[src/rtl/sm83_adr_pkg.sv]
// ---------------------------------------------------------------------------
// sm83_adr_pkg
// Shared definitions for the SM83 address latch / burst sequencer.
//   burst_state_e : burst sequencer state (IDLE, RUN)
//   INCDEC_MAX_W  : widest address the incdec() reference function handles
//   INCDEC_GRP_W  : carry-lookahead group width used by sm83_adr_incdec
//   incdec()      : behavioural +/-1 with carry-in, returns {wrap, result};
//                   the lookahead sub-module must agree with it bit for bit
// ---------------------------------------------------------------------------
package sm83_adr_pkg;

    typedef enum logic {
        IDLE = 1'b0,
        RUN  = 1'b1
    } burst_state_e;

    localparam int unsigned INCDEC_MAX_W = 32;
    localparam int unsigned INCDEC_GRP_W = 4;

    // Width-generic reference: only the low 'width' bits of value are used.
    function automatic logic [INCDEC_MAX_W:0] incdec(
        input logic [INCDEC_MAX_W-1:0] value,
        input int unsigned             width,
        input logic                    dec,
        input logic                    cy
    );
        logic [INCDEC_MAX_W-1:0] mask;
        logic [INCDEC_MAX_W-1:0] v;
        logic [INCDEC_MAX_W-1:0] r;
        logic                    wrap;
        mask = (width >= INCDEC_MAX_W) ? '1
             : ((INCDEC_MAX_W'(1) << width) - INCDEC_MAX_W'(1));
        v = value & mask;
        if (!cy) begin
            r    = v;
            wrap = 1'b0;
        end else if (dec) begin
            r    = (v - INCDEC_MAX_W'(1)) & mask;
            wrap = (v == '0);
        end else begin
            r    = (v + INCDEC_MAX_W'(1)) & mask;
            wrap = (v == mask);
        end
        return {wrap, r};
    endfunction

endpackage

[src/rtl/sm83_adr_incdec.sv]
// ---------------------------------------------------------------------------
// sm83_adr_incdec
// Combinational +/-1 incrementer with grouped carry lookahead.
//   val_i  [W] : value to adjust
//   dec_i      : 1 = decrement, 0 = increment
//   cy_i       : carry-in / enable; 0 passes val_i through unchanged
//   res_o  [W] : adjusted value, modulo 2^W
//   wrap_o     : carry (inc) or borrow (dec) out of the MSB
// A decrement is an increment on complemented bits: bit i flips when every
// lower bit is 1 (inc) or 0 (dec). Bits are XORed with dec_i so both cases
// reduce to "all lower adjusted bits are 1". Each group of INCDEC_GRP_W bits
// produces one enable (AND of its adjusted bits); group carries chain across
// those enables and ripple only inside a group.
// ---------------------------------------------------------------------------
module sm83_adr_incdec
    import sm83_adr_pkg::*;
#(
    parameter int unsigned W = 16
) (
    input  logic [W-1:0] val_i,
    input  logic         dec_i,
    input  logic         cy_i,
    output logic [W-1:0] res_o,
    output logic         wrap_o
);

    localparam int GRP = int'(INCDEC_GRP_W);
    localparam int NG  = (int'(W) + GRP - 1) / GRP;
    localparam int PW  = NG * GRP;

    logic [PW-1:0] t_pad;   // complement-adjusted bits, padded with ones
    logic [PW-1:0] c_pad;   // carry into each bit position
    logic [NG-1:0] grp_en;  // group passes a carry straight through
    logic [NG:0]   grp_cy;  // carry into each group

    always_comb begin
        // NOTE: every combinationally assigned variable gets a default first,
        // so no path through the block can leave it unassigned (latch).
        t_pad        = '1;
        t_pad[W-1:0] = val_i ^ {W{dec_i}};
        grp_en       = '0;
        grp_cy       = '0;
        c_pad        = '0;

        for (int g = 0; g < NG; g++) begin
            grp_en[g] = &t_pad[g*GRP +: GRP];
        end

        grp_cy[0] = cy_i;
        for (int g = 0; g < NG; g++) begin
            grp_cy[g+1] = grp_cy[g] & grp_en[g];
        end

        for (int g = 0; g < NG; g++) begin
            c_pad[g*GRP] = grp_cy[g];
            for (int b = 1; b < GRP; b++) begin
                c_pad[g*GRP+b] = c_pad[g*GRP+b-1] & t_pad[g*GRP+b-1];
            end
        end

        res_o  = val_i ^ c_pad[W-1:0];
        // Padding bits are ones, so the last group carry is the true MSB carry.
        wrap_o = grp_cy[NG];
    end

endmodule

[src/rtl/sm83_adr_seq.sv]
// ---------------------------------------------------------------------------
// sm83_adr_seq
// SM83 address latch (AL) with +/-1 incrementer, forced-high-byte load and
// an autonomous burst sequencer for block-copy transfers.
// AL, the burst FSM and its counter all update on the falling clock edge.
// Ports:
//   clk, reset            : core clock, synchronous active-high reset
//   ain         [ADR_W]   : address bus input
//   aout        [ADR_W]   : current AL value
//   apin        [ADR_W]   : value AL takes at the next falling edge (pins)
//   ctl_al_we             : load AL (IDLE only)
//   ctl_al_hi_ff          : force upper HI_W bits to ones on a plain load
//   ctl_inc_dec           : 1 = decrement, 0 = increment
//   ctl_inc_cy            : incrementer enable / carry-in
//   ctl_inc_oe            : load the incrementer result instead of ain
//   burst_start           : start a burst at ain (IDLE, burst_len != 0)
//   burst_len   [CNT_W]   : number of addresses in the burst
//   burst_hold            : pause a running burst (optional feature)
//   burst_busy            : burst in progress
//   burst_done            : one-cycle pulse after the last burst address
//   inc_wrap              : carry/borrow out of the incrementer MSB
// Build option: define SM83_ADR_BURST_HOLD_EN to make burst_hold freeze a
// running burst; otherwise burst_hold is ignored.
// ---------------------------------------------------------------------------
module sm83_adr_seq
    import sm83_adr_pkg::*;
#(
    parameter int unsigned ADR_W = 16,
    parameter int unsigned HI_W  = 8,
    parameter int unsigned CNT_W = 8
) (
    input  logic             clk,
    input  logic             reset,
    input  logic [ADR_W-1:0] ain,
    output logic [ADR_W-1:0] aout,
    output logic [ADR_W-1:0] apin,
    input  logic             ctl_al_we,
    input  logic             ctl_al_hi_ff,
    input  logic             ctl_inc_dec,
    input  logic             ctl_inc_cy,
    input  logic             ctl_inc_oe,
    input  logic             burst_start,
    input  logic [CNT_W-1:0] burst_len,
    input  logic             burst_hold,
    output logic             burst_busy,
    output logic             burst_done,
    output logic             inc_wrap
);

    burst_state_e     state_q;
    logic [CNT_W-1:0] cnt_q;
    logic             dir_q;
    logic             busy_q;
    logic             done_q;
    logic [ADR_W-1:0] al_q;
    logic [ADR_W-1:0] al_d;

    logic             hold_eff;
    logic             start_ok;
    logic             run_step;
    logic             inc_dec;
    logic             inc_cy;
    logic [ADR_W-1:0] inc_res;
    logic [ADR_W-1:0] load_val;

`ifdef SM83_ADR_BURST_HOLD_EN
    assign hold_eff = burst_hold;
`else
    logic unused_burst_hold;
    assign unused_burst_hold = burst_hold;
    assign hold_eff          = 1'b0;
`endif

    assign start_ok = (state_q == IDLE) && burst_start && (burst_len != '0);
    // A running burst advances only while more than one address remains.
    assign run_step = (state_q == RUN) && (cnt_q > CNT_W'(1)) && !hold_eff;

    // While bursting, the incrementer follows the latched direction and is
    // enabled exactly on stepping cycles, so inc_wrap reports burst wraps.
    always_comb begin
        inc_dec = ctl_inc_dec;
        inc_cy  = ctl_inc_cy;
        if (state_q == RUN) begin
            inc_dec = dir_q;
            inc_cy  = run_step;
        end
    end

    sm83_adr_incdec #(
        .W (ADR_W)
    ) u_incdec (
        .val_i  (al_q),
        .dec_i  (inc_dec),
        .cy_i   (inc_cy),
        .res_o  (inc_res),
        .wrap_o (inc_wrap)
    );

    // Plain load: incrementer result wins over the forced high field.
    always_comb begin
        load_val = ctl_inc_oe ? inc_res : ain;
        if (!ctl_inc_oe && ctl_al_hi_ff) begin
            load_val[ADR_W-1 -: HI_W] = '1;
        end
    end

    // Next AL is computed combinationally because it also drives the pins.
    always_comb begin
        al_d = al_q;
        if (reset) begin
            al_d = '0;
        end else if (state_q == IDLE) begin
            if (start_ok) begin
                al_d = ain;
            end else if (ctl_al_we) begin
                al_d = load_val;
            end
        end else if (run_step) begin
            al_d = inc_res;
        end
    end

    always_ff @(negedge clk) begin
        // NOTE: sequential state uses non-blocking assignments so every
        // register samples the pre-edge values regardless of block order.
        if (reset) begin
            al_q <= '0;
        end else begin
            al_q <= al_d;
        end
    end

    // Burst FSM with registered busy/done outputs.
    always_ff @(negedge clk) begin
        if (reset) begin
            state_q <= IDLE;
            cnt_q   <= '0;
            dir_q   <= 1'b0;
            busy_q  <= 1'b0;
            done_q  <= 1'b0;
        end else begin
            done_q <= 1'b0;
            case (state_q)
                IDLE: begin
                    if (start_ok) begin
                        state_q <= RUN;
                        cnt_q   <= burst_len;
                        dir_q   <= ctl_inc_dec;
                        busy_q  <= 1'b1;
                    end
                end
                RUN: begin
                    if (!hold_eff) begin
                        if (cnt_q > CNT_W'(1)) begin
                            cnt_q <= cnt_q - CNT_W'(1);
                        end else begin
                            // Last address stays on AL for the done cycle.
                            state_q <= IDLE;
                            cnt_q   <= '0;
                            busy_q  <= 1'b0;
                            done_q  <= 1'b1;
                        end
                    end
                end
                default: begin
                    state_q <= IDLE;
                    busy_q  <= 1'b0;
                end
            endcase
        end
    end

    assign aout       = al_q;
    assign apin       = al_d;
    assign burst_busy = busy_q;
    assign burst_done = done_q;

endmodule
[config.mk]
export PLATFORM = sky130hd
export DESIGN_NAME = sm83_adr_seq
export DESIGN_NICKNAME = d
export VERILOG_FILES = /design/src/rtl/sm83_adr_pkg.sv /design/src/rtl/sm83_adr_incdec.sv /design/src/rtl/sm83_adr_seq.sv
export SDC_FILE = /design/constraint.sdc
export NUM_CORES = 1
export LEC_CHECK = 0
export BUFFER_PORTS_ARGS = -buffer_cell sky130_fd_sc_hd__buf_2
export CORE_MARGIN = 10
export CORE_UTILIZATION = 40
export DETAILED_ROUTE_END_ITERATION = 8
export PLACE_DENSITY_LB_ADDON = 0.1
export SLEW_MARGIN = 40
export SYNTH_ARGS = -nofsm -noshare
export SYNTH_HDL_FRONTEND = slang
export SYNTH_SLANG_ARGS = --single-unit
[constraint.sdc]
create_clock -name clk -period 2.75 [get_ports clk]
set_input_delay 0.55 -clock clk [delete_from_list [all_inputs] [get_ports clk]]
set_output_delay 0.55 -clock clk [all_outputs]
set_load 0.05 [all_outputs]
==> results of run 1 <==
-- flip-flops by register name, indices dropped and copies added, names as in the netlist --
signal / flops
cnt_q: 8
burst_done: 1
burst_busy: 1
state_q: 1
aout: 16
dir_q: 1
-- critical path, stage by stage (launching register included) --
cell and delay, ps:
dfxtp_2 390, inv_2 60, ha_2 190, or2_4 250, a41oi_4 250, o2111ai_4 230, buf_6 180, nor4b_4 290
a311oi_4 90, a2111oi_4 240, buf_6 210
-- layer usage --
metal,vias up,wire [um]
met5,-,0
met4,0,1280
met3,146,1700
met2,414,8170
met1,2111,5980
li1,1801,-
-- worst max-delay path by stage --
| stage | start | to | slack (ps) | cells past startpoint |
|---|---|---|---|---|
| floorplan | state_q$_SDFF_NP0_ | apin[13] | -1710 | 8 |
| global placement | state_q$_SDFF_NP0_ | apin[13] | -1580 | 8 |
| detailed placement | state_q$_SDFF_NP0_ | apin[15] | -1690 | 8 |
| CTS | state_q$_SDFF_NP0_ | apin[10] | -1810 | 8 |
| global route | cnt_q[0]$_SDFFE_NP0P_ | apin[10] | -2030 | 10 |
| finish | cnt_q[0]$_SDFFE_NP0P_ | apin[6] | -1990 | 10 |
-- what timing repair did --
action,CTS,global route
pin swaps,33,29
setup endpoints to repair,62,62
gates cloned,1,0
gates resized for setup,211,74
buffers inserted,19,21
-- cell usage in the layout, fill, tap and decap left out, drive strengths merged, types with 3 or more instances in the layout --
cell,count
a2111oi,8
a211oi,17
a21oi,21
a221oi,13
a311oi,3
a31oi,3
a32o,4
and3,3
buf,216
clkbuf,3
dfxtp,28
inv,35
mux2,4
mux2i,10
nand2,28
nand3,9
nand4,5
nor2,47
nor3,16
nor4,4
o21a,5
o21ai,17
o22ai,5
or2,5
or3,3
or4,4
xnor2,17
xor2,3
-- power by group --
part,internal [uW],switching (uW)
Sequential,464,60.4
Combinational,857,1060
Clock,159,355
Total,1480,1480
-- layout make-up --
cell class / instances / area [um2]
Clock buffer: 3 / 41.3
Multi-Input combinational cell: 290 / 2920
Clock inverter: 29 / 111
Sequential cell: 28 / 621
Timing Repair Buffer: 216 / 2050
Inverter: 6 / 22.5
Fill cell: 232 / 493
Tap cell: 77 / 96.3
-- cell families after synthesis --
group	share of synthesized area (%)
and+or+nand+nor	24.4
AOI/OAI and AO/OA	33.8
buffers and inverters	6.30
DFF	21.4
xor gates and xnor gates	6.68
muxes	6.44
adders and majority gates	0.954
-- through the flow --
step           util (%)  power (uW)  setup TNS (ps)  hold slack [ps]  cells
6_report           92.2        2960          -51930              491    649
4_1_cts            85.5        2610          -46240              478    631
3_5_place_dp       67.8        1910          -52620              492    581
5_1_grt            92.2        3050          -53720              504    649
2_1_floorplan         -        1470          -43830              479    358
3_3_place_gp       67.8        1880          -50610              465    581
==> run metrics, run 1 <==
Core Box Area=around 6300 um2; Die Y=about 100 um; status=finished with violations; CTS tree=yes; final setup fails=62; synthesis-to-layout area growth=123%; Post-DP Area=4300 um2; fraction of registers with async set or reset after synthesis=0%; met2 usage=44.3%; WL final=around 17,000 um; R2R Setup Slk=about 140 ps; initial antenna violation count=0; R2R cell count=10; Final Hold Fails=0; Worst Max-Slew Pin Slew=roughly 680 ps; largest net degree at the start of global routing=23; drt via density=6.89; syn_nets=just under 400; Main synth FF type=dfxtp_1; CTS buffer count=3; mapped cell area=~2600 um2; worst vdd ir=0.000461 V; Final HPWL DP=8660 um; Starting DRT DRC Count=522; mean post-synth cell area=between 7 and 8 um2; IO buf count=66; vias in the first global route=approximately 4,200; startpoint class of the critical path=flip-flop; Routed Antenna Nets=0; Setup crit end kind=output pin; Reg-to-Reg End=aout[8]$_SDFF_NP0_; PwrDens=about 500 nW/um2; DRC viols=0; failing checks=setup timing; first-pass GRT wire length=21,500 um; EDFF count, synth=0; gr usage total=25.7%; max cap viols=0; Netlist cell types=64; Mapped Cells=around 360; most common cell in the synthesized netlist=nor2_1; routability congestion estimate=between 0.9 and 1; via count=between 4,000 and 5,000; Die Width=just over 100 um; Critical Path Fanout Max=5; clock sinks=28; n_diodes=0; WS Path Type=reg2out; register area share after synthesis=roughly a fifth; HP Class=reg2reg; pre-CTS setup slack=-1690 ps; Non-Filler Cell Area, Final=about 5900 um2; Final Skew=around 44 ps; Die ar.=10,200 um2; r2r startpoint=cnt_q[0]$_SDFFE_NP0P_; drt pass-1 iters=6; ranking of synthesized cells by area=dfxtp_1, nor2_1, xnor2_1; static leakage=roughly 0.0024 uW; Starting Density=between 40% and 50%; M3 GR Usage=6.31%; H-tree Lvls=1; # IOs=slightly below 70; Yosys warnings=0; worst setup slack after layout=-1990 ps; total gr overflow=0; pins over their slew limit=0; hold endpoint=cnt_q[4]$_SDFFE_NP0P_; Final #Nets=about 610; top-area cell type share of the netlist area=a little over a fifth; max_slew headroom=a little over half; CTS max path bufs=2; clk_lat worst skew=410 ps; unrepaired setup endpoints after global routing=true; Root Driver=clkbuf_8; worst hold path depth=2; Std-Cell Rows=29; Synth area leader=dfxtp_1; Critical Path RT=approximately 2200 ps; GRT met1 Usage=just under 30%; share of post-route cells with drive strength above 1=66.3%; CP arrival=between 4000 and 5000 ps; cts-stage hold buffer count=0; Worst-path clk slew=~90 ps; synth cell count leaders=nor2_1, dfxtp_1, clkbuf_1, nand2_1, a21oi_1; grt peak-use layer=met2; Hold Path Origin=cnt_q[4]$_SDFFE_NP0P_; DR WL/cell=roughly 26 um; synthesized flop and latch total=28
(Power assumes the default switching activity.)
==> inputs of run 2 (changes only) <==
==> constraint.sdc (replaced) <==
create_clock -name clk -period 2.75 [get_ports clk]
set_input_delay 0.55 -clock clk [delete_from_list [all_inputs] [get_ports clk]]
set_output_delay 0.55 -clock clk [all_outputs]
set_load 0.005 [all_outputs]
==> run metrics, run 2 (same netlist as run 1, synthesis figures left out) <==
Worst path slowest cell=dfxtp_4; crit path cell chain=mux2_4 -> mux2i_4 -> buf_4 -> o2111ai_4 -> nor4_4 -> xnor2_1 -> a2111oi_2 -> buf_2; first-pass GRT wire length=approximately 19,000 um; Final Skew=~34 ps; CP peak stage delay=380 ps; CP arrival=roughly 4100 ps; CTS max path bufs=2; met3 wire length=between 1000 and 1500 um; startpoint class of the critical path=flip-flop; cts-stage hold buffer count=0; Die ar.=about 10,000 um2; clock sinks=28; final setup fails=60; routability congestion estimate=0.952; WL met1=roughly 5000 um; Routed Antenna Nets=0; via count=between 3,000 and 4,000; clk_lat worst skew=roughly 400 ps; most common cell after layout, fill and taps aside=buf_4; CTS buffer count=3; initial antenna violation count=0; Final #Nets=about 600; Setup crit end kind=output pin; largest net degree at the start of global routing=23; unrepaired setup endpoints after global routing=true; drt pass-1 iters=5; gr usage total=22.8%; max_slew headroom=approximately 70%; Starting Density=between 40% and 50%; Starting DRT DRC Count=297; DRC viols=0; worst path bufs/invs=2; drt via density=between 6 and 7; WS Path Type=reg2out; Die Y=101 um; Die Width=between 100 and 150 um; IO buf count=between 60 and 70; Final Hold Fails=0; static leakage=approximately 0.0022 uW; max cap viols=0; vias in the first global route=around 3,800; n_diodes=0; WL final=~13,000 um; Critical Path Fanout Max=5; Critical Path RT=2200 ps; Core Box Area=between 6000 and 7000 um2; total gr overflow=0; filler cell count=357; CP delay by family, top=multiplexers; DR WL/cell=approximately 21 um; worst vdd ir=0.000322 V; most frequent cells in the layout=buf_4, buf_6, buf_2; worst setup slack after layout=-1870 ps; H-tree Lvls=1; Worst Max-Slew Pin Slew=approximately 420 ps; CTS tree=yes; pre-CTS setup slack=-1400 ps; total power draw=around 2400 uW; Routed met2 length=about 6400 um; Root Driver=clkbuf_8; Final HPWL DP=8720 um; Worst-path clk slew=~60 ps; HP Class=reg2reg; status=finished with violations; pins over their slew limit=0; DR top layer=met4; PwrDens=around 450 nW/um2; share of post-route cells with drive strength above 1=63.0%; # IOs=roughly 70; synthesis-to-layout area growth=101%; Std-Cell Rows=29; max reg flops=16; failing checks=setup timing
==> run 2: cell count changes in the layout (fill, tap and decap cells not counted), moves of 5 or more <==
cell / previous run / this run
a2111oi_4: 6 / 0
dfxtp_2: 9 / 15
a221oi_2: 6 / 11
buf_2: 26 / 45
dfxtp_4: 13 / 5
a221oi_4: 7 / 1
a2111oi_2: 2 / 8
nor2_4: 12 / 7
buf_8: 27 / 3
xnor2_2: 7 / 2
==> run 2: routing by layer <==
metal,global-route usage (%),vias to the layer above
met5,0,-
met4,11.6,0
met3,6.04,66
met2,36.6,236
li1,-,1810
met1,27.2,1864
==> run 2: final cells by class <==
| class | instances | area [um2] | share of cell area [%] |
|---|---|---|---|
| clock inverters | 28 | 105 | 1.99 |
| multi-input cells | 290 | 2620 | 49.5 |
| inverters | 6 | 22.5 | 0.426 |
| repair buffers | 215 | 1800 | 34.1 |
| flip-flops and latches | 28 | 598 | 11.3 |
| clock buffers | 3 | 41.3 | 0.781 |
| well taps | 77 | 96.3 | 1.82 |
==> run 2: final timing paths <==
kind                        endpoint  depth (start not counted)  slack [ps]                     from
min reg2reg  burst_busy$_SDFFE_NP0P_                          2         460  burst_busy$_SDFFE_NP0P_
min          burst_busy$_SDFFE_NP0P_                          2         460  burst_busy$_SDFFE_NP0P_
max reg2reg      aout[13]$_SDFF_NP0_                          8         330       state_q$_SDFF_NP0_
max                         apin[13]                          8       -1870       state_q$_SDFF_NP0_
==> run 2: worst register-to-register path, stage by stage, from the launching register on <==
cell and delay, ps:
dfxtp_4 380, mux2_4 380, buf_4 180, nor2_2 150
o221ai_2 130, or2_4 280, o311a_1 320, buf_4 140
a2111oi_2 320
==> run 2: per-stage QoR <==
stage                     cells  TNS, ps  cell area (um2)  utilization (%)  hold slack (ps)
after detailed placement    583   -46680             4040             63.6              473
after global routing        647   -50380             5280             83.2              488
final                       647   -46900             5280             83.2              464
after global placement      583   -45610             4040             63.6              467
after floorplan             358   -36630             2890                -              479
after CTS                   631   -44780             4760             74.9              489
==> run 2: what timing repair did <==
item / 4_1_cts / 5_1_grt
setup endpoints to repair: 60 / 61
pin swaps: 25 / 30
cloned: 1 / 0
buffers inserted: 18 / 26
gates resized for setup: 110 / 86
==> run 2: where the power goes <==
group          internal (uW)  total, uW  switching (uW)
Combinational            705       1400             697
Sequential               464        520            55.8
Clock                    153        444             291
==> inputs of run 3 (changes only) <==
- CORE_MARGIN: 10 -> 3
- SKIP_LAST_GASP: not set -> 1
==> run metrics, run 3 (same netlist as run 1, synthesis figures left out) <==
Die Y=87.0 um; CTS buffer count=3; status=finished with violations; unrepaired setup endpoints after global routing=true; n_diodes=0; drt pass-1 iters=6; hold_ws=about 480 ps; Core Box Area=slightly above 6000 um2; Die ar.=about 7600 um2; final core occ=around 88%; HP Class=reg2reg; most frequent cells in the layout=buf_4, buf_2, buf_6; Final #Nets=slightly above 600; worst setup slack after layout=-1860 ps; failing checks=setup timing; static leakage=roughly 0.0023 uW; Die Width=roughly 87 um; # IOs=68; Worst-path clk slew=50 ps; DR WL/cell=around 23 um; Worst Max-Slew Pin Slew=approximately 550 ps; IO buf count=66; WS Path Type=reg2out; H-tree Lvls=1; setup_tns=-46,630 ps; Final Hold Fails=0; PwrDens=460 nW/um2; Root Driver=clkbuf_8; Routed Antenna Nets=0; pins over their slew limit=0; DRC viols=0; Critical Path Fanout Max=4; via count=4,354; Starting DRT DRC Count=537; most common cell after layout, fill and taps aside=buf_4; drt via density=around 6.6; Final Skew=29.8 ps; final setup fails=60; CTS max path bufs=2; CTS tree=yes; Setup crit end kind=output pin; worst vdd ir=a little over 0.0003 V; synthesis-to-layout area growth=105%; routability congestion estimate=around 1; largest net degree at the start of global routing=23; max cap viols=0; cts-stage hold buffer count=0; max_slew headroom=around 63%; clock sinks=28; initial antenna violation count=0; first-pass GRT wire length=roughly 20,000 um; vias in the first global route=just over 4,000; Starting Density=between 40% and 50%; WL final=approximately 15,000 um; clk_lat worst skew=approximately 400 ps; Std-Cell Rows=28; Critical Path RT=approximately 2200 ps; max reg flops=16; startpoint class of the critical path=flip-flop; CP arrival=around 4100 ps; Final HPWL DP=just over 8000 um; total gr overflow=0; gr usage total=between 30% and 40%; share of post-route cells with drive strength above 1=63.3%
## run 3: changes by cell type in the layout (fill, tap and decap cells not counted), sizes merged
cell  delta
inv      +1
buf      +8
o21a     +1
## run 3: area by class of cell
cell class / count / area, um2
repair buffers: 223 / 1780
flip-flops and latches: 28 / 591
multi-input cells: 291 / 2740
clock buffers: 3 / 41.3
well taps: 75 / 93.8
fillers: 286 / 751
inverters: 6 / 22.5
clock inverters: 29 / 111
## run 3: metal layers
metal | global-route usage, % | up-vias | share of wire [%]
met5 | 0 | - | 0
met4 | 16.6 | 0 | 6.6
met3 | 7.28 | 108 | 12
met2 | 56.2 | 400 | 47
met1 | 40.1 | 2035 | 35
li1 | - | 1811 | -
## run 3: worst max-delay path, stage by stage (launching register included)
cell and delay [ps]:
dfxtp_2 330, inv_2 60, ha_1 180, or2_4 250
a41oi_4 270, nand3_4 160, or2_4 290, o311a_4 350
a2111oi_4 240, buf_2 180
## run 3: what timing repair did
action / 4_1_cts / 5_1_grt
setup buffers: 18 / 18
pin swaps: 48 / 31
gates resized for setup: 123 / 64
gates cloned: 2 / 0
setup endpoints to repair: 60 / 61
## run 3: path summary, 6_finish.rpt
path	startpoint	endpoint	slack, ps	cells after the start
max	cnt_q[1]$_SDFFE_NP0P_	apin[13]	-1860	9
min reg2reg	burst_busy$_SDFFE_NP0P_	burst_busy$_SDFFE_NP0P_	480	2
min	burst_busy$_SDFFE_NP0P_	burst_busy$_SDFFE_NP0P_	480	2
max reg2reg	state_q$_SDFF_NP0_	aout[13]$_SDFF_NP0_	420	8
## run 3: where the power goes
group | internal, uW | switching, uW | total (uW)
combinational | 714 | 769 | 1480
clock | 158 | 319 | 477
sequential | 463 | 48.7 | 512
total | 1340 | 1140 | 2470
## run 3: metrics by stage
stage / worst slack (ps) / instances / instance area, um2 / power, uW
after floorplan: -1250 / 358 / 2890 / 1150
after global placement: -1330 / 588 / 4090 / 1590
after detailed placement: -1420 / 588 / 4090 / 1610
after CTS: -1730 / 638 / 4910 / 2190
after global routing: -1960 / 655 / 5380 / 2570
final: -1860 / 655 / 5380 / 2470
